[src/rtl/pearson8_dec.sv]
// Pearson-hash stream decoder: rebuilds the inverse of the shared forward table after reset,
// then recovers c[n] = Tinv[h[n]] ^ h[n-1]. Optional sticky bad_char via PEARSON8_DEC_PRINTABLE_EN.
module pearson8_dec #(
    parameter logic [7:0] BUILD_START = 8'h00
) (
    input  logic       clock,
    input  logic       reset,
    input  logic       enable,
    input  logic       init,
    input  logic [7:0] hash_in,
    output logic       ready,
    output logic       char_valid,
    output logic [7:0] char_out
`ifdef PEARSON8_DEC_PRINTABLE_EN
    ,
    output logic       bad_char
`endif
);

    // Shared forward permutation, kept in step with the pearson8_rtl hasher.
    function automatic logic [7:0] pearson8_tab(input logic [7:0] i);
        return {i[4:0], i[7:5]} ^ 8'h5A;
    endfunction

    typedef enum logic {
        S_BUILD,
        S_READY
    } state_t;

    state_t     r_state;
    state_t     w_next_state;
    logic [7:0] r_cnt;
    logic [7:0] w_cnt_next;
    logic [7:0] r_prev;
    logic [7:0] r_inv [256];
    logic [7:0] w_char;
    logic       w_accept;

    always_comb begin
        w_next_state = r_state;
        w_cnt_next   = r_cnt;
        if (r_state == S_BUILD) begin
            w_cnt_next = r_cnt + 8'd1;
            if (w_cnt_next == BUILD_START) begin
                w_next_state = S_READY;
            end
        end
    end

    always_ff @(posedge clock or negedge reset) begin
        if (!reset) begin
            r_state <= S_BUILD;
            r_cnt   <= BUILD_START;
        end else begin
            r_state <= w_next_state;
            r_cnt   <= w_cnt_next;
        end
    end

    // No reset on the table so it can map onto distributed RAM.
    always_ff @(posedge clock) begin
        if (r_state == S_BUILD) begin
            r_inv[pearson8_tab(r_cnt)] <= r_cnt;
        end
    end

    assign ready    = (r_state == S_READY);
    assign w_accept = ready && enable;
    assign w_char   = r_inv[hash_in] ^ (init ? 8'h00 : r_prev);

    always_ff @(posedge clock or negedge reset) begin
        if (!reset) begin
            char_valid <= 1'b0;
            char_out   <= 8'h00;
            r_prev     <= 8'h00;
        end else if (w_accept) begin
            char_valid <= 1'b1;
            char_out   <= w_char;
            r_prev     <= hash_in;
        end else begin
            char_valid <= 1'b0;
        end
    end

`ifdef PEARSON8_DEC_PRINTABLE_EN
    always_ff @(posedge clock or negedge reset) begin
        if (!reset) begin
            bad_char <= 1'b0;
        end else if (w_accept && ((w_char < 8'h20) || (w_char > 8'h7E))) begin
            bad_char <= 1'b1;
        end
    end
`endif

endmodule

[config.mk]
export PLATFORM = sky130hd
export DESIGN_NAME = pearson8_dec
export DESIGN_NICKNAME = d
export VERILOG_FILES = /design/src/rtl/pearson8_dec.sv
export SDC_FILE = /design/constraint.sdc
export NUM_CORES = 2
export LEC_CHECK = 0
export CORE_UTILIZATION = 40
export DETAILED_ROUTE_END_ITERATION = 8
export HOLD_SLACK_MARGIN = 0.08
export SLEW_MARGIN = 40
export SYNTH_ARGS = -nofsm -noshare
export SYNTH_HDL_FRONTEND = slang
export SYNTH_SLANG_ARGS = --single-unit
[constraint.sdc]
create_clock -name clock -period 6.1 [get_ports clock]
set_input_delay 0.61 -clock clock [delete_from_list [all_inputs] [get_ports clock]]
set_output_delay 0.61 -clock clock [all_outputs]
set_load 0.005 [all_outputs]
After elaboration in Yosys (flattened, before gate mapping)
Memories as Yosys holds them, arrays and structs flattened.
Index checks and enable logic that the tools add are counted.
{ "classes": {"reduce_logical": 2, "n_addsub": 1, "muxes": 5, "bitwise": 2} }
{ "op_table": {"columns": ["cell", "count"], "rows": [
  ["adder 8 x 1 -> 8 bit (second input constant)", 1],
  ["logical NOT 8 bit", 1],
  ["two-way mux 8 bit", 1],
  ["bitwise XOR 8 bit", 1],
  ["two-way mux 1 bit", 4],
  ["NOT 4 bit", 1],
  ["logical AND 1 bit", 1]
]} }
{ "word_totals": {"regBits": 26, "ramBits": 2048, "out_inout_bits": 10, "input_bits": 12, "elab_cells": 16, "mem_count": 1} }
{ "mem_list": {"columns": ["name", "words", "word_bits", "read_ports", "rd_ports_with_merged_regs", "wr", "line", "text"], "rows": [
  ["r_inv", 256, 8, 1, 0, 1, "35", "logic [7:0] r_inv [256];"]
]} }

Logic depth before layout (Yosys ltp)
{ "depth": {"ltp_word": 4, "ltp_mapped": 13, "ltp_nobuf": 7} }

Worst setup path before layout
Ideal clock, no wire load.
{ "synth_path": {"kind": "reg2reg", "startpoint": "register r_cnt[4]", "endpoint": "memory r_inv[151][0], enable pin", "required_time_ns": 5.730, "path_stages_with_launch": 7, "setup_ns": 0.370, "slack_ns": 0.747, "path_buffers": 3, "t_arrival_ns": 4.983, "synth_period_minus_slack_ns": 5.353, "path_cell_list": "dfrtp_1 > clkbuf_1 > nand2_1 > or3_1 > clkbuf_1 > clkbuf_1 > nor2_1"} }
{ "synth_rtl": {"columns": ["element", "line", "text"], "rows": [
  ["start: declaration", "32", "logic [7:0] r_cnt;"],
  ["start signal: assignment", "56", "r_cnt <= w_cnt_next;"],
  ["end: declaration", "35", null]
]} }
No word-level cell before the write port.

Worst setup path in the final report
{ "layout_path": {"startpoint": "register r_cnt[7]", "endpoint": "memory r_inv[61][5], enable pin"} }
No word-level cell before the write port.

==> metrics.md <==
| Metric | Value |
|---|---|
| Die area | `204000 um2` |
| Setup violators final | `0` |
| Status | `complete, no violations` |
| Synth Net Count | `3987` |
| Crit end category | `flip-flop` |
| Top delay family on crit path | `simple AND/OR/NAND/NOR gates` |
| Setup TNS Final | `0 ns` |
| Via count | `40087` |
| Asr flop ratio synth | `1.25%` |
| Hold/Removal Path Class | `in -> async` |
| Vias per cell | `5.81` |
| Total power | `28.4 mW` |
| Final Hold Fails | `0` |
| Fmax | `0.262 GHz` |
| Synthesis-to-layout area growth | `12.5%` |
| Fill cell count | `16756` |
| Nets | `4086` |
| Max-cap viol count | `0` |
| DRC | `0` |
| CP Data Arrival Time | `4.25 ns` |
| Layout Skew | `0.0330 ns` |
| Worst slew margin | `35.8%` |
| GR peak layer | `met2` |
| Worst-Skew Late Latency | `0.83 ns` |
| Pins over their slew limit | `0` |
| Critical path class | `reg -> reg` |
| Nature of the critical path startpoint | `flip-flop` |
| Clock Root Buffer | `clkbuf_16` |
| Ys flop type | `edfxtp_1` |
| Gate Count Post-Synth | `3973` |
| CTS tree | `built` |
| Area of the multi-input gates | `17800 um2` |
| Met3 GRT Util | `3.88%` |
| Max Root-Sink Buffers | `3` |
| Syn Area/Cell | `20.4 um2` |
| Count of state elements after synthesis | `2074` |
| RSZ-0062 raised after global routing | `false` |
| Min Clock Period, post-route | `3.82 ns` |
| Tot GR Track Use | `20.2%` |
| Worst EP required | `6.53 ns` |
| Worst path slowest cell | `dfrtp_4` |
| Htree depth | `4` |
| Met1 Use GR | `28.1%` |
| Pwr dens | `312 nW/um2` |
| Post-Route WL | `207 mm` |
| Leak | `25.4 nW` |
| Slew @ Worst Pin | `0.954 ns` |
| Synthesized area | `81000 um2` |
| Layout cells sized above 1 | `23.2%` |
| Largest net degree at the start of global routing | `101` |
| DRT antenna net count | `0` |
| Ports | `22` |
| Final period util | `62.6%` |
| Maximum VDD drop | `0.000242 V` |
| Met2 usage | `31.9%` |
| Min Hold Slack | `0.209 ns` |
| WL/cell | `30.1 um` |
| Final core occ | `45.5%` |
| Initial Util | `40.4%` |
| TritonCTS buffer count | `203` |
| CP max FO | `34` |
| Clk sinks | `2074` |
| TritonRoute pass-1 iters | `5` |
| DRT iter0 DRCs | `4611` |
| Critical Path Max Stage Delay | `0.71 ns` |
| Synth warn | `0` |
| Clock-pin slew on the worst setup and hold paths | `0.06 ns` |
| I/O Buffers | `21` |
| Placed insts | `6519` |
| CP bufs+invs | `2` |
| Finished Layout Cells | `6898` |
| Vias in the first global route | `40028` |
| Global route total overflow | `0` |
| Core area | `200000 um2` |
| Number of flops mapped to enable cells by yosys | `2048` |
| Seq. cell area | `62200 um2` |
| Critical-path cell list | `inv_1, nor3_1, nand3_2, buf_4, nor2_1` |
| Die Width | `452 um` |
| # rows | `164` |
| Post-synthesis sequential area ratio | `76.7%` |
| Post-CTS setup buffer count | `0` |
| RD Place Congestion | `0.869` |
| Die H | `452 um` |
| Antenna violations before repair | `8` |
| First-pass GRT wire length | `296 mm` |
| CTS resizes | `0` |
| Hold Buf Count CTS | `0` |
| Final HPWL DP | `129 mm` |
| Post-synthesis cell type count | `69` |
stage by stage:
step	worst slack (ns)	instance area, um2
2_1_floorplan	0.747	81000
3_3_place_gp	1.46	84000
3_5_place_dp	1.84	84500
4_1_cts	2.35	90800
5_1_grt	2.20	91100
6_report	2.28	91100
routing by layer:
metal	vias to the layer above	wire, um
li1	16691	-
met1	21384	85100
met2	1663	99200
met3	347	16400
met4	2	6760
met5	-	13
path summary, 6_finish.rpt:
path                           endpoint  slack [ns]  depth (start not counted)  startpoint
min reg2reg                   r_prev[6]        0.49                          2   r_prev[6]
min                            r_cnt[1]        0.21                          2       reset
max reg2reg                r_inv[61][5]        2.28                          5    r_cnt[7]
min in group clock            r_prev[6]        0.49                          2   r_prev[6]
max in group asynchronous      r_cnt[0]        5.56                          2       reset
max                        r_inv[61][5]        2.28                          5    r_cnt[7]
flip-flops by register name, summed over array words and instances (netlist names):
| register | count |
|---|---|
| r_prev | 8 |
| char_out | 8 |
| ready | 1 |
| r_inv | 2048 |
| r_cnt | 8 |
| char_valid | 1 |
synth_stat cells, types with 26 or more instances:
cell type     n  share of area [%]
a31oi_1      26               0.20
o21ai_0      28               0.17
clkbuf_1     83               0.38
o22ai_1      36               0.28
dfrtp_1      26               0.80
buf_2        69               0.43
mux4_1       33                1.1
a21oi_1      71               0.44
nand3_1      56               0.35
mux2i_1     213                2.6
nor2_1      298                1.4
a22oi_1     141                1.3
a221oi_1     27               0.29
edfxtp_1   2048                 76
buf_4        44               0.41
nand2_1     121               0.56
mux4_2      379                 11
logic make-up after synthesis:
logic type | share of synthesized area [%]
xor gates and xnor gates | 0.0973
buffers and inverters | 1.94
AOI/OAI and AO/OA | 3.60
muxes | 14.4
DFF | 76.7
adders and majority gates | 0.0309
and+or+nand+nor | 3.18
final cells by class:
class | count | area share [%]
multi-input combinational | 1647 | 19.5
antenna | 2 | 0.00549
inverter | 9 | 0.0371
clock buffer | 254 | 5.90
timing repair buffer | 137 | 1.58
sequential | 2074 | 68.2
clock inverter | 119 | 1.09
tap | 2656 | 3.65
where the power goes:
group | leakage [nW] | total [mW] | internal (mW) | switching, mW
logic | 5.85 | 0.814 | 0.281 | 0.533
clock network | 3.11 | 12.2 | 6.86 | 5.31
registers | 16.5 | 15.4 | 15.4 | 0
total | 25.4 | 28.4 | 22.6 | 5.84
layout by cell type (no fill, tap or decap), types with 28 or more instances in the layout:
master and instances:
o22ai_1 36, nor2_2 128, clkinv_1 50, nand2_1 110
mux4_2 379, nand3_1 48, clkbuf_16 208, o21ai_0 28
mux4_1 33, mux2i_1 213, nor2_1 169, edfxtp_1 2048
clkbuf_1 46, a21oi_1 70, a22oi_1 141, buf_4 82
clkinv_2 41
worst register-to-register path: stages (launching register included):
cell     delay (ns)
dfrtp_4        0.71
inv_1          0.14
nor3_1         0.71
nand3_2        0.71
buf_4          0.51
nor2_1         0.67
Note: power is estimated with default switching activity, not from simulation.
